<file path="src/rtl/cam_pkg.sv">
// Shared types and constants for the camera capture front end.
package cam_pkg;

    typedef enum logic [1:0] {
        ST_IDLE    = 2'd0,
        ST_SKIP    = 2'd1,
        ST_ARMED   = 2'd2,
        ST_CAPTURE = 2'd3
    } cam_state_e;

    localparam int CAM_WIDTH_DEF  = 640;
    localparam int CAM_HEIGHT_DEF = 480;

    // err_flags bit positions
    localparam int ERR_ODD_BYTES = 0;
    localparam int ERR_LINE_LEN  = 1;
    localparam int ERR_FRAME_LEN = 2;

endpackage

</file>
<file path="src/rtl/cam_capture_if.sv">
// Sensor byte bus in, assembled pixel stream out.
interface cam_capture_if;
    logic        vsync_in;
    logic        href;
    logic [7:0]  d;
    logic [15:0] pixel_out;
    logic        pixel_valid;

    // master: the sensor/consumer side; slave: the capture block
    modport master (output vsync_in, href, d, input pixel_out, pixel_valid);
    modport slave  (input vsync_in, href, d, output pixel_out, pixel_valid);
endinterface

</file>
<file path="src/rtl/cam_capture.sv">
// DVP-style camera capture: registers sensor pins, skips settling frames,
// assembles RGB565 byte pairs into pixels and tracks line/frame geometry.
//
// state      | meaning
// -----------+----------------------------------------------------------
// ST_IDLE    | capture disabled or waiting for the first frame sync
// ST_SKIP    | discarding settling frames, skip_q syncs still to go
// ST_ARMED   | sync seen, waiting for it to end to start a frame
// ST_CAPTURE | frame in progress, pixels are emitted
module cam_capture #(
    parameter int CAM_WIDTH   = cam_pkg::CAM_WIDTH_DEF,
    parameter int CAM_HEIGHT  = cam_pkg::CAM_HEIGHT_DEF,
    parameter int SKIP_FRAMES = 2,
    parameter int VSYNC_POL   = 1
) (
    input  logic        PCLK,
    input  logic        n_rst,
    input  logic        capture_en,
    cam_capture_if.slave cam,
    output logic        frame_active,
    output logic        frame_done,
    output logic [15:0] frame_cnt,
    output logic [2:0]  err_flags
);
    import cam_pkg::*;

    localparam int HW = $clog2(CAM_WIDTH + 1);
    localparam int VW = $clog2(CAM_HEIGHT + 1);
    localparam int SW = (SKIP_FRAMES > 0) ? $clog2(SKIP_FRAMES + 1) : 1;
    localparam logic [HW-1:0] H_LEN     = HW'(CAM_WIDTH);
    localparam logic [VW-1:0] V_LEN     = VW'(CAM_HEIGHT);
    localparam logic [SW-1:0] SKIP_INIT = SW'(SKIP_FRAMES);
    localparam logic          VS_ACTIVE = (VSYNC_POL != 0);

    logic          vs_q, vs_prev_q, href_q, href_prev_q;
    logic [7:0]    d_q;
    cam_state_e    state_q, state_d;
    logic [SW-1:0] skip_q, skip_d;
    logic          phase_q;
    logic [7:0]    high_q;
    logic [HW-1:0] h_cnt_q;
    logic [VW-1:0] v_cnt_q;
    logic [15:0]   pixel_out_q, frame_cnt_q;
    logic          pixel_valid_q, frame_done_q;
    logic [2:0]    err_q, err_set;
    logic          sync_rise, sync_fall, line_end, pix_take, pix_emit;
    logic          frame_start, frame_end;

    // Raw vsync is kept so both reset values agree and no false edge appears
    // for either polarity.
    assign sync_rise = (vs_q == VS_ACTIVE) && (vs_prev_q != VS_ACTIVE);
    assign sync_fall = (vs_q != VS_ACTIVE) && (vs_prev_q == VS_ACTIVE);
    assign line_end  = (state_q == ST_CAPTURE) && href_prev_q && !href_q;
    assign pix_take  = (state_q == ST_CAPTURE) && href_q && phase_q;
    assign pix_emit  = pix_take && (h_cnt_q < H_LEN) && (v_cnt_q < V_LEN);

    // Single capture stage on the sensor pins, plus one delayed copy for edges.
    always_ff @(posedge PCLK or negedge n_rst) begin
        if (!n_rst) begin
            vs_q        <= 1'b0;
            vs_prev_q   <= 1'b0;
            href_q      <= 1'b0;
            href_prev_q <= 1'b0;
            d_q         <= '0;
        end else begin
            vs_q        <= cam.vsync_in;
            vs_prev_q   <= vs_q;
            href_q      <= cam.href;
            href_prev_q <= href_q;
            d_q         <= cam.d;
        end
    end

    // Frame sequencing: settling skip, arm on sync, capture between syncs.
    always_comb begin
        state_d     = state_q;
        skip_d      = skip_q;
        frame_start = 1'b0;
        frame_end   = 1'b0;
        case (state_q)
            ST_IDLE: begin
                if (capture_en && sync_rise) begin
                    if (SKIP_FRAMES == 0) begin
                        state_d = ST_ARMED;
                    end else begin
                        state_d = ST_SKIP;
                        skip_d  = SKIP_INIT;
                    end
                end
            end
            ST_SKIP: begin
                if (!capture_en) begin
                    state_d = ST_IDLE;
                end else if (sync_rise) begin
                    skip_d = skip_q - SW'(1);
                    if (skip_q <= SW'(1)) state_d = ST_ARMED;
                end
            end
            ST_ARMED: begin
                if (!capture_en) begin
                    state_d = ST_IDLE;
                end else if (sync_fall) begin
                    state_d     = ST_CAPTURE;
                    frame_start = 1'b1;
                end
            end
            ST_CAPTURE: begin
                // a disable only takes effect once the running frame ends
                if (sync_rise) begin
                    frame_end = 1'b1;
                    state_d   = capture_en ? ST_ARMED : ST_IDLE;
                end
            end
            default: state_d = ST_IDLE;
        endcase
    end

    // Geometry errors detected this cycle.
    always_comb begin
        err_set                = '0;
        err_set[ERR_ODD_BYTES] = line_end && phase_q;
        err_set[ERR_LINE_LEN]  = line_end && (h_cnt_q != H_LEN);
        err_set[ERR_FRAME_LEN] = frame_end && (v_cnt_q != V_LEN);
    end

    // FSM state register.
    always_ff @(posedge PCLK or negedge n_rst) begin
        if (!n_rst) begin
            state_q <= ST_IDLE;
            skip_q  <= '0;
        end else begin
            state_q <= state_d;
            skip_q  <= skip_d;
        end
    end

    // Byte pairing, line/frame counters, sticky errors and output strobes.
    always_ff @(posedge PCLK or negedge n_rst) begin
        if (!n_rst) begin
            phase_q       <= 1'b0;
            high_q        <= '0;
            h_cnt_q       <= '0;
            v_cnt_q       <= '0;
            pixel_out_q   <= '0;
            pixel_valid_q <= 1'b0;
            frame_done_q  <= 1'b0;
            frame_cnt_q   <= '0;
            err_q         <= '0;
        end else begin
            phase_q       <= href_q ? ~phase_q : 1'b0;
            if (href_q && !phase_q) high_q <= d_q;
            pixel_valid_q <= pix_emit;
            if (pix_emit) pixel_out_q <= {high_q, d_q};
            frame_done_q  <= frame_end;
            if (frame_end) frame_cnt_q <= frame_cnt_q + 16'd1;
            if (frame_start) begin
                h_cnt_q <= '0;
                v_cnt_q <= '0;
                err_q   <= '0;
            end else begin
                if (line_end)                      h_cnt_q <= '0;
                else if (pix_take && h_cnt_q != '1) h_cnt_q <= h_cnt_q + HW'(1);
                if (line_end && v_cnt_q != '1)     v_cnt_q <= v_cnt_q + VW'(1);
                err_q <= err_q | err_set;
            end
        end
    end

    assign cam.pixel_out   = pixel_out_q;
    assign cam.pixel_valid = pixel_valid_q;
    assign frame_active    = (state_q == ST_CAPTURE);
    assign frame_done      = frame_done_q;
    assign frame_cnt       = frame_cnt_q;
    assign err_flags       = err_q;

endmodule

</file>
<file path="src/flat_wrapper.sv">
// flat-port wrapper written by rule: the top's interface ports become plain ports
module cam_capture_flat import cam_pkg::*;
#(
    parameter int CAM_WIDTH   = cam_pkg::CAM_WIDTH_DEF,
    parameter int CAM_HEIGHT  = cam_pkg::CAM_HEIGHT_DEF,
    parameter int SKIP_FRAMES = 2,
    parameter int VSYNC_POL   = 1
)
  (PCLK, n_rst, capture_en, frame_active, frame_done, frame_cnt, err_flags, cam_vsync_in, cam_href, cam_d, cam_pixel_out, cam_pixel_valid);
  cam_capture_if cam_i ();
  input  logic PCLK;
  input  logic n_rst;
  input  logic capture_en;
  output logic frame_active;
  output logic frame_done;
  output logic [15:0] frame_cnt;
  output logic [2:0] err_flags;
  input wire logic [$bits(cam_i.vsync_in)-1:0] cam_vsync_in;
  input wire logic [$bits(cam_i.href)-1:0] cam_href;
  input wire logic [$bits(cam_i.d)-1:0] cam_d;
  output wire logic [$bits(cam_i.pixel_out)-1:0] cam_pixel_out;
  output wire logic [$bits(cam_i.pixel_valid)-1:0] cam_pixel_valid;
  assign cam_i.vsync_in = cam_vsync_in;
  assign cam_i.href = cam_href;
  assign cam_i.d = cam_d;
  assign cam_pixel_out = cam_i.pixel_out;
  assign cam_pixel_valid = cam_i.pixel_valid;
  cam_capture #(.CAM_WIDTH(CAM_WIDTH), .CAM_HEIGHT(CAM_HEIGHT), .SKIP_FRAMES(SKIP_FRAMES), .VSYNC_POL(VSYNC_POL)) u_core (.PCLK(PCLK), .n_rst(n_rst), .capture_en(capture_en), .cam(cam_i), .frame_active(frame_active), .frame_done(frame_done), .frame_cnt(frame_cnt), .err_flags(err_flags));
endmodule
</file>
<file path="config.mk">
export PLATFORM = sky130hd
export DESIGN_NAME = cam_capture_flat
export DESIGN_NICKNAME = d
export VERILOG_FILES = /design/src/rtl/cam_pkg.sv /design/src/rtl/cam_capture_if.sv /design/src/rtl/cam_capture.sv /design/src/flat_wrapper.sv
export SDC_FILE = /design/constraint.sdc
export NUM_CORES = 1
export LEC_CHECK = 0
export ABC_AREA = 0
export ABC_CLOCK_PERIOD_IN_PS = 1800
export BUFFER_PORTS_ARGS = -buffer_cell sky130_fd_sc_hd__buf_2
export CELL_PAD_IN_SITES_DETAIL_PLACEMENT = 1
export CELL_PAD_IN_SITES_GLOBAL_PLACEMENT = 1
export CORE_MARGIN = 1.5
export CORE_UTILIZATION = 40
export CTS_CLUSTER_DIAMETER = 150
export DETAILED_ROUTE_END_ITERATION = 16
export GPL_TIMING_DRIVEN = 0
export HOLD_SLACK_MARGIN = 0.05
export MAX_ROUTING_LAYER = met4
export PLACE_DENSITY_LB_ADDON = 0.15
export SLEW_MARGIN = 20
export SYNTH_ARGS = -nofsm -noshare
export SYNTH_HDL_FRONTEND = slang
export SYNTH_SLANG_ARGS = --single-unit
</file>
<file path="constraint.sdc">
create_clock -name PCLK -period 1.8 [get_ports PCLK]
set_input_delay 0.09 -clock PCLK [delete_from_list [all_inputs] [get_ports PCLK]]
set_output_delay 0.09 -clock PCLK [all_outputs]
set_load 0.02 [all_outputs]
</file>
==> metrics.cfg, run 1 <==
[outcome]
status=complete, no violations

[drt]
drt-total-wl_um=7750
drtAntennaViolNets=0
drt-met1-wl_um=3580
drt_first_pass_iters=4
vias_per_cell=5.19
wl_met2_um=3850
drtIter0Drc=68
wl_per_cell_um=16.0
vias=2516
wl_met3_um=269
highest_layer=met4
post-route-drc-count=0

[pwr]
p_leak_nw=2.07
power.total_mw=4.18
p_per_area_nw_per_um2=965
ir_drop_v=0.000441

[synth]
synth_top_flop_cell=dfrtp_1
syn_area_um2=3470
synth_xor_area_frac=0.0580
async_flop_share=1.00
synth_nets=313
synthTopCellsByArea=dfrtp_1 (58%), mux2_2 (8.1%), xnor2_1 (4.8%)
syn_inst=293
synth_top_family_by_area=simple AND/OR/NAND/NOR gates
synth_compound_area_frac=0.0544
synth_seq_cells=81
ys_seq_area_frac=0.584
synth_top_area_share=0.584
ys_warn_count=0
synth-simple-area-share=0.167
yosys.area.top_type=dfrtp_1
synthAdderAreaFrac=0.0252
yosys.cell_types.count=43
synthMuxAreaShare=0.0840
synth_edf_count=0
synth.avg_cell_area_um2=11.8

[global_route]
grt.overflow.total=0
grt_max_degree=51
track_usage=0.191
antenna_found_initial=0
grt_pass1_wl_um=13000
grt_pass1_vias=2672

[clock_network]
cts_sinks=81
cts_max_path_buffers=2
cts_tree=built
cts_root_buf=clkbuf_8
clkTransAtPathRegs_ns=0.09
htree_levels=3
numCtsBuffers=9
worstSkewPairLatency_ns=0.34

[layout]
final-seq-area_um2=2030
nets=395
num_antenna_cells=0
fin_util=0.522
multi_input_area_um2=1410
area_growth_pct=24.8
fill_cells=895
layout-drive-gt1-share=0.329
postLayoutCellArea_um2=4330

[die]
ios=51
die_area_um2=9240
fp.dieW_um=96.2
initial_core_util=0.418
rows=33
core_um2=8300
die_height_um=96.2

[sta]
slew_violations=0
min_period_ns=1.73
worst_slew_pin_slew_ns=0.548
clock.fmax_mhz=578
layout_setup_ws_ns=0.0701
finalHoldViolCount=0
finalClockSkew_ns=0.00673
slew_headroom=0.635
setup_viol=0
holdWs_ns=0.234
finalCritPeriodShare=0.961

[run]
maxCapViolations=0

[hold_path]
hold_class=in -> async

[setup_path]
crit_required_ns=2.03
critical_path.endpoint=u_core.frame_cnt[10]
r2r_slack_ns=0.07
crit_type=reg -> reg
critPathLaunch=u_core.frame_cnt[0]
crit_fanout=4
crit_arrival_ns=1.96
reg2reg_to=u_core.frame_cnt[10]
timing.rr.start=u_core.frame_cnt[0]
worstSetupStartpointType=register
worstSetupEndpointType=register
r2r_cells=5

[placement]
placed_area_um2=3890
finalWeightedCongestion=0.753
place_ws_ns=-0.200
io_buffers=50
dp_hpwl_um=5300

-- worst max-delay path, stage by stage, from the launching register on --
cell and delay, ns:
dfrtp_2 0.41, ha_2 0.21, and4_1 0.25, or4b_4 0.50, buf_4 0.15, xnor2_1 0.11
-- power by group --
part,internal [mW],switching (mW)
Sequential,1.99,0.167
Clock,0.559,0.690
Combinational,0.365,0.406
Total,2.92,1.26
-- metrics by stage --
stage                     std cells  TNS, ns
after floorplan                 293        0
after global placement          448    -3.46
after detailed placement        449    -2.35
after CTS                       476  -0.0216
after global routing            485  -0.0372
final                           485        0
-- cells in the mapped netlist (7+ instances only) --
cell type / count
nand2_1: 19
ha_1: 7
a21oi_1: 10
mux2_2: 25
nand3_1: 10
nor3_1: 7
nor2_1: 22
o21ai_0: 9
nand4_1: 10
xnor2_1: 19
inv_1: 13
dfrtp_1: 81
-- worst min path at each step --
stage	from	end	slack (ns)	depth (start not counted)
final	n_rst	u_core.v_cnt_q[5]	0.23	2
after CTS	n_rst	u_core.v_cnt_q[5]	0.23	2
after floorplan	n_rst	u_core.cam.pixel_out[0]	-0.21	0
after global placement	cam_d[2]	u_core.d_q[2]	0.20	1
after global routing	n_rst	u_core.v_cnt_q[5]	0.26	2
after detailed placement	n_rst	u_core.h_cnt_q[5]	0.07	1
-- final cells by class --
cell class | instances | share of cell area
clock inverter | 6 | 0.0110
timing repair buffer | 73 | 0.110
multi-input combinational | 189 | 0.326
buffer | 7 | 0.00982
clock buffer | 10 | 0.0318
inverter | 14 | 0.0121
sequential | 81 | 0.469
tap | 105 | 0.0303
-- registers in the layout, summed over array words and instances, names as in the netlist --
register and flops:
u_core.href_q 1, u_core.h_cnt_q 10, u_core.vs_q 1, u_core.frame_cnt 16, u_core.cam.pixel_out 16, u_core.state_q 2
u_core.high_q 8, u_core.vs_prev_q 1, u_core.cam.pixel_valid 1, u_core.frame_done 1, u_core.d_q 8, u_core.skip_q 2
u_core.href_prev_q 1, u_core.v_cnt_q 9, u_core.phase_q 1, u_core.err_flags 3
-- cells by family (layout without fill, tap and decap cells) --
group | count (synthesis) | count (layout)
AO/OA/AOI/OAI | 31 | 31
AND/OR/NAND/NOR | 102 | 102
XOR/XNOR | 23 | 23
multiplexers | 26 | 26
adder cells (fa/ha/maj) | 7 | 7
buffers and inverters | 23 | 110
flip-flops | 81 | 81
-- cell usage in the layout, fill, tap and decap left out, types with 2 or more instances in the layout --
cell           count
inv_1             13
and4_1             4
or4_1              2
ha_1               4
nor3_1             7
clkinv_2           2
xnor2_1           19
dlygate4sd3_1     12
ha_2               2
nor2_1            21
nand2b_1           2
o21ai_0            9
clkbuf_8          10
nand3_1           10
a211oi_1           4
a21oi_1           10
and3_1             4
nand2_1           19
dfrtp_2            5
or3_1              2
xor2_1             4
buf_2             49
nor3b_1            3
buf_4             13
dfrtp_1           76
mux2_2            25
clkbuf_1           3
nand3b_1           3
inv_6              3
nand4_1           10
-- per-layer routing --
metal  vias to the layer above  track usage
li1                       1190            -
met3                         4       0.0474
met5                         -            -
met2                        43        0.307
met1                      1279        0.242
met4                         0       0.0515
-- timing repair --
| item | in CTS | in global routing |
|---|---|---|
| setup endpoints to repair | 33 | 17 |
| setup buffers | 1 | 9 |
| pin swaps | 2 | 3 |
| gates resized for setup | 12 | 7 |
| hold buffers | 12 | 0 |
| endpoints found under the hold margin | 42 | 0 |
Note: power is estimated with default switching activity, not from simulation.
==> run 2: changes to the inputs <==
BUFFER_PORTS_ARGS = -buffer_cell sky130_fd_sc_hd__buf_4   (was -buffer_cell sky130_fd_sc_hd__buf_2)
==> run 2 against run 1 <==
Compared with the run above: register-to-register slack about the same; fmax up 0.66%; clock skew up 0.0052 ns; critical path depth unchanged; sequential cell count unchanged; largest power group unchanged; highest routed layer unchanged.
==> metrics.cfg, run 2 (same netlist as run 1, synthesis figures left out) <==
[setup_path]
worstSetupStartpointType=register
r2r_cells=5  ; unchanged
crit_family=simple AND/OR/NAND/NOR gates
worstSetupEndpointType=register
reg2reg_to=u_core.frame_cnt[14]
crit_fanout=3  ; -1
crit_required_ns=2.09  ; +0.06 ns
crit_arrival_ns=2.01  ; +0.05 ns
crit_type=reg -> reg
r2r_slack_ns=0.08  ; about the same
path_cells=ha_1, and4_1, or4b_4, nor2_1, xor2_1
timing.rr.start=u_core.frame_cnt[1]
crit_buf_inv=0  ; -1
crit_path_top_delay_cell=or4b_4
slowest_delay_ns=0.52  ; +0.02 ns

[placement]
place_inst=448  ; -0.22%
finalWeightedCongestion=0.762  ; +1.3%
place_ws_ns=-0.210  ; -0.0103 ns
dp_hpwl_um=5230  ; -1.3%
io_buffers=50  ; unchanged

[drt]
drtAntennaViolNets=0  ; unchanged
drt-total-wl_um=7730  ; -0.26%
post-route-drc-count=0  ; unchanged
drt_first_pass_iters=3  ; -1
wl_per_cell_um=16.1  ; +0.99%
vias_per_cell=5.24  ; +1.1%
drtIter0Drc=89  ; +31%
vias=2511  ; -0.20%

[clock_network]
cts_max_path_buffers=2  ; unchanged
cts_root_buf=clkbuf_8
htree_levels=3  ; unchanged
worstSkewPairLatency_ns=0.36  ; +0.02 ns
clkTransAtPathRegs_ns=0.09  ; about the same
numCtsBuffers=9  ; unchanged
cts_tree=built
cts_sinks=81  ; unchanged

[sta]
worst_slew_pin_slew_ns=0.726  ; +0.179 ns
finalCritPeriodShare=0.955  ; -0.00628
finalHoldViolCount=0  ; unchanged
slew_violations=0  ; unchanged
clock.fmax_mhz=582  ; +0.66%
setup_viol=0  ; unchanged
slew_headroom=0.516  ; -0.119
rsz0062_at_grt=true
finalSetupTns_ns=0  ; unchanged
finalClockSkew_ns=0.0119  ; +0.00517 ns
min_period_ns=1.72  ; -0.0113 ns
holdWs_ns=0.314  ; +0.0795 ns
layout_setup_ws_ns=0.0814  ; +0.0113 ns

[die]
die_height_um=96.2  ; unchanged
fp.dieW_um=96.2  ; unchanged
rows=33  ; unchanged
core_um2=8300  ; unchanged
die_area_um2=9240  ; unchanged
initial_core_util=0.418  ; unchanged
ios=51  ; unchanged

[pwr]
p_leak_nw=2.05  ; -0.95%
p_per_area_nw_per_um2=945  ; -2.1%
ir_drop_v=0.000453  ; +2.7%

[global_route]
grt.overflow.total=0  ; unchanged
grt_pass1_vias=2670  ; -0.075%
grt_max_degree=82  ; +61%
antenna_found_initial=0  ; unchanged
grt_pass1_wl_um=13100  ; +0.90%
track_usage=0.193  ; +0.00194

[layout]
nets=389  ; -1.5%
num_antenna_cells=0  ; unchanged
layout-drive-gt1-share=0.324  ; -0.00542
area_growth_pct=27.3
final_cell_mix=dfrtp_1 (78), buf_4 (56), mux2_2 (25), nand2_1 (19), xnor2_1 (19)
instances_no_fill=479  ; -1.2%
final_common_cell=dfrtp_1

[outcome]
status=complete, no violations

[run]
maxCapViolations=0  ; unchanged

[hold_path]
hold_class=in -> async

==> run 2: area by class of cell <==
cell class,instances,area (um^2)
Sequential cell,81,2030
Clock buffer,10,138
Clock inverter,6,47.5
Buffer,7,42.5
Timing Repair Buffer,67,537
Inverter,14,52.6
Tap cell,105,131
Multi-Input combinational cell,189,1440
Fill cell,899,3880
==> run 2: worst max path at each step <==
stage	endpoint	slack, ns	depth (start not counted)	start
floorplan	u_core.v_cnt_q[7]	0.02	8	u_core.v_cnt_q[0]
global placement	u_core.v_cnt_q[7]	-0.15	8	u_core.v_cnt_q[0]
detailed placement	u_core.v_cnt_q[7]	-0.21	8	u_core.v_cnt_q[0]
CTS	u_core.frame_cnt[14]	0.0009	5	u_core.frame_cnt[1]
global route	u_core.frame_cnt[14]	-0.04	5	u_core.frame_cnt[1]
finish	u_core.frame_cnt[14]	0.08	5	u_core.frame_cnt[1]
==> run 2: repair_timing <==
action / 4_1_cts / 5_1_grt
setup buffers: 2 / 3
pin swaps: 2 / 2
hold buffers: 12 / 0
gates resized for setup: 12 / 11
endpoints found under the setup margin: 32 / 20
hold endpoints to repair: 92 / 0
==> run 2: stage by stage <==
stage	cell area [um^2]	utilization	power, mW
4_1_cts	4350	0.524	4.19
6_report	4420	0.532	4.17
3_5_place_dp	3980	0.480	2.83
2_1_floorplan	3480	-	2.57
5_1_grt	4420	0.532	4.40
3_3_place_gp	3980	0.480	2.79
==> run 2: report_power, final <==
part	total, mW	internal (mW)	switching (mW)
registers	2.16	1.99	0.165
logic	0.750	0.355	0.395
clock network	1.27	0.556	0.709
total	4.17	2.91	1.27
==> run 2: routing by layer <==
layer  GRT usage  vias up  share of wire
li1            -     1180              -
met1       0.242     1274           0.46
met2       0.308       44           0.50
met3      0.0363       13          0.030
met4      0.0797        0          0.013
met5           -        -              0
==> run 2: worst register-to-register path, cell delays in order (launching register included) <==
cell and delay [ns]:
dfrtp_2 0.39, ha_1 0.20, and4_1 0.26, or4b_4 0.52, nor2_1 0.14, xor2_1 0.16
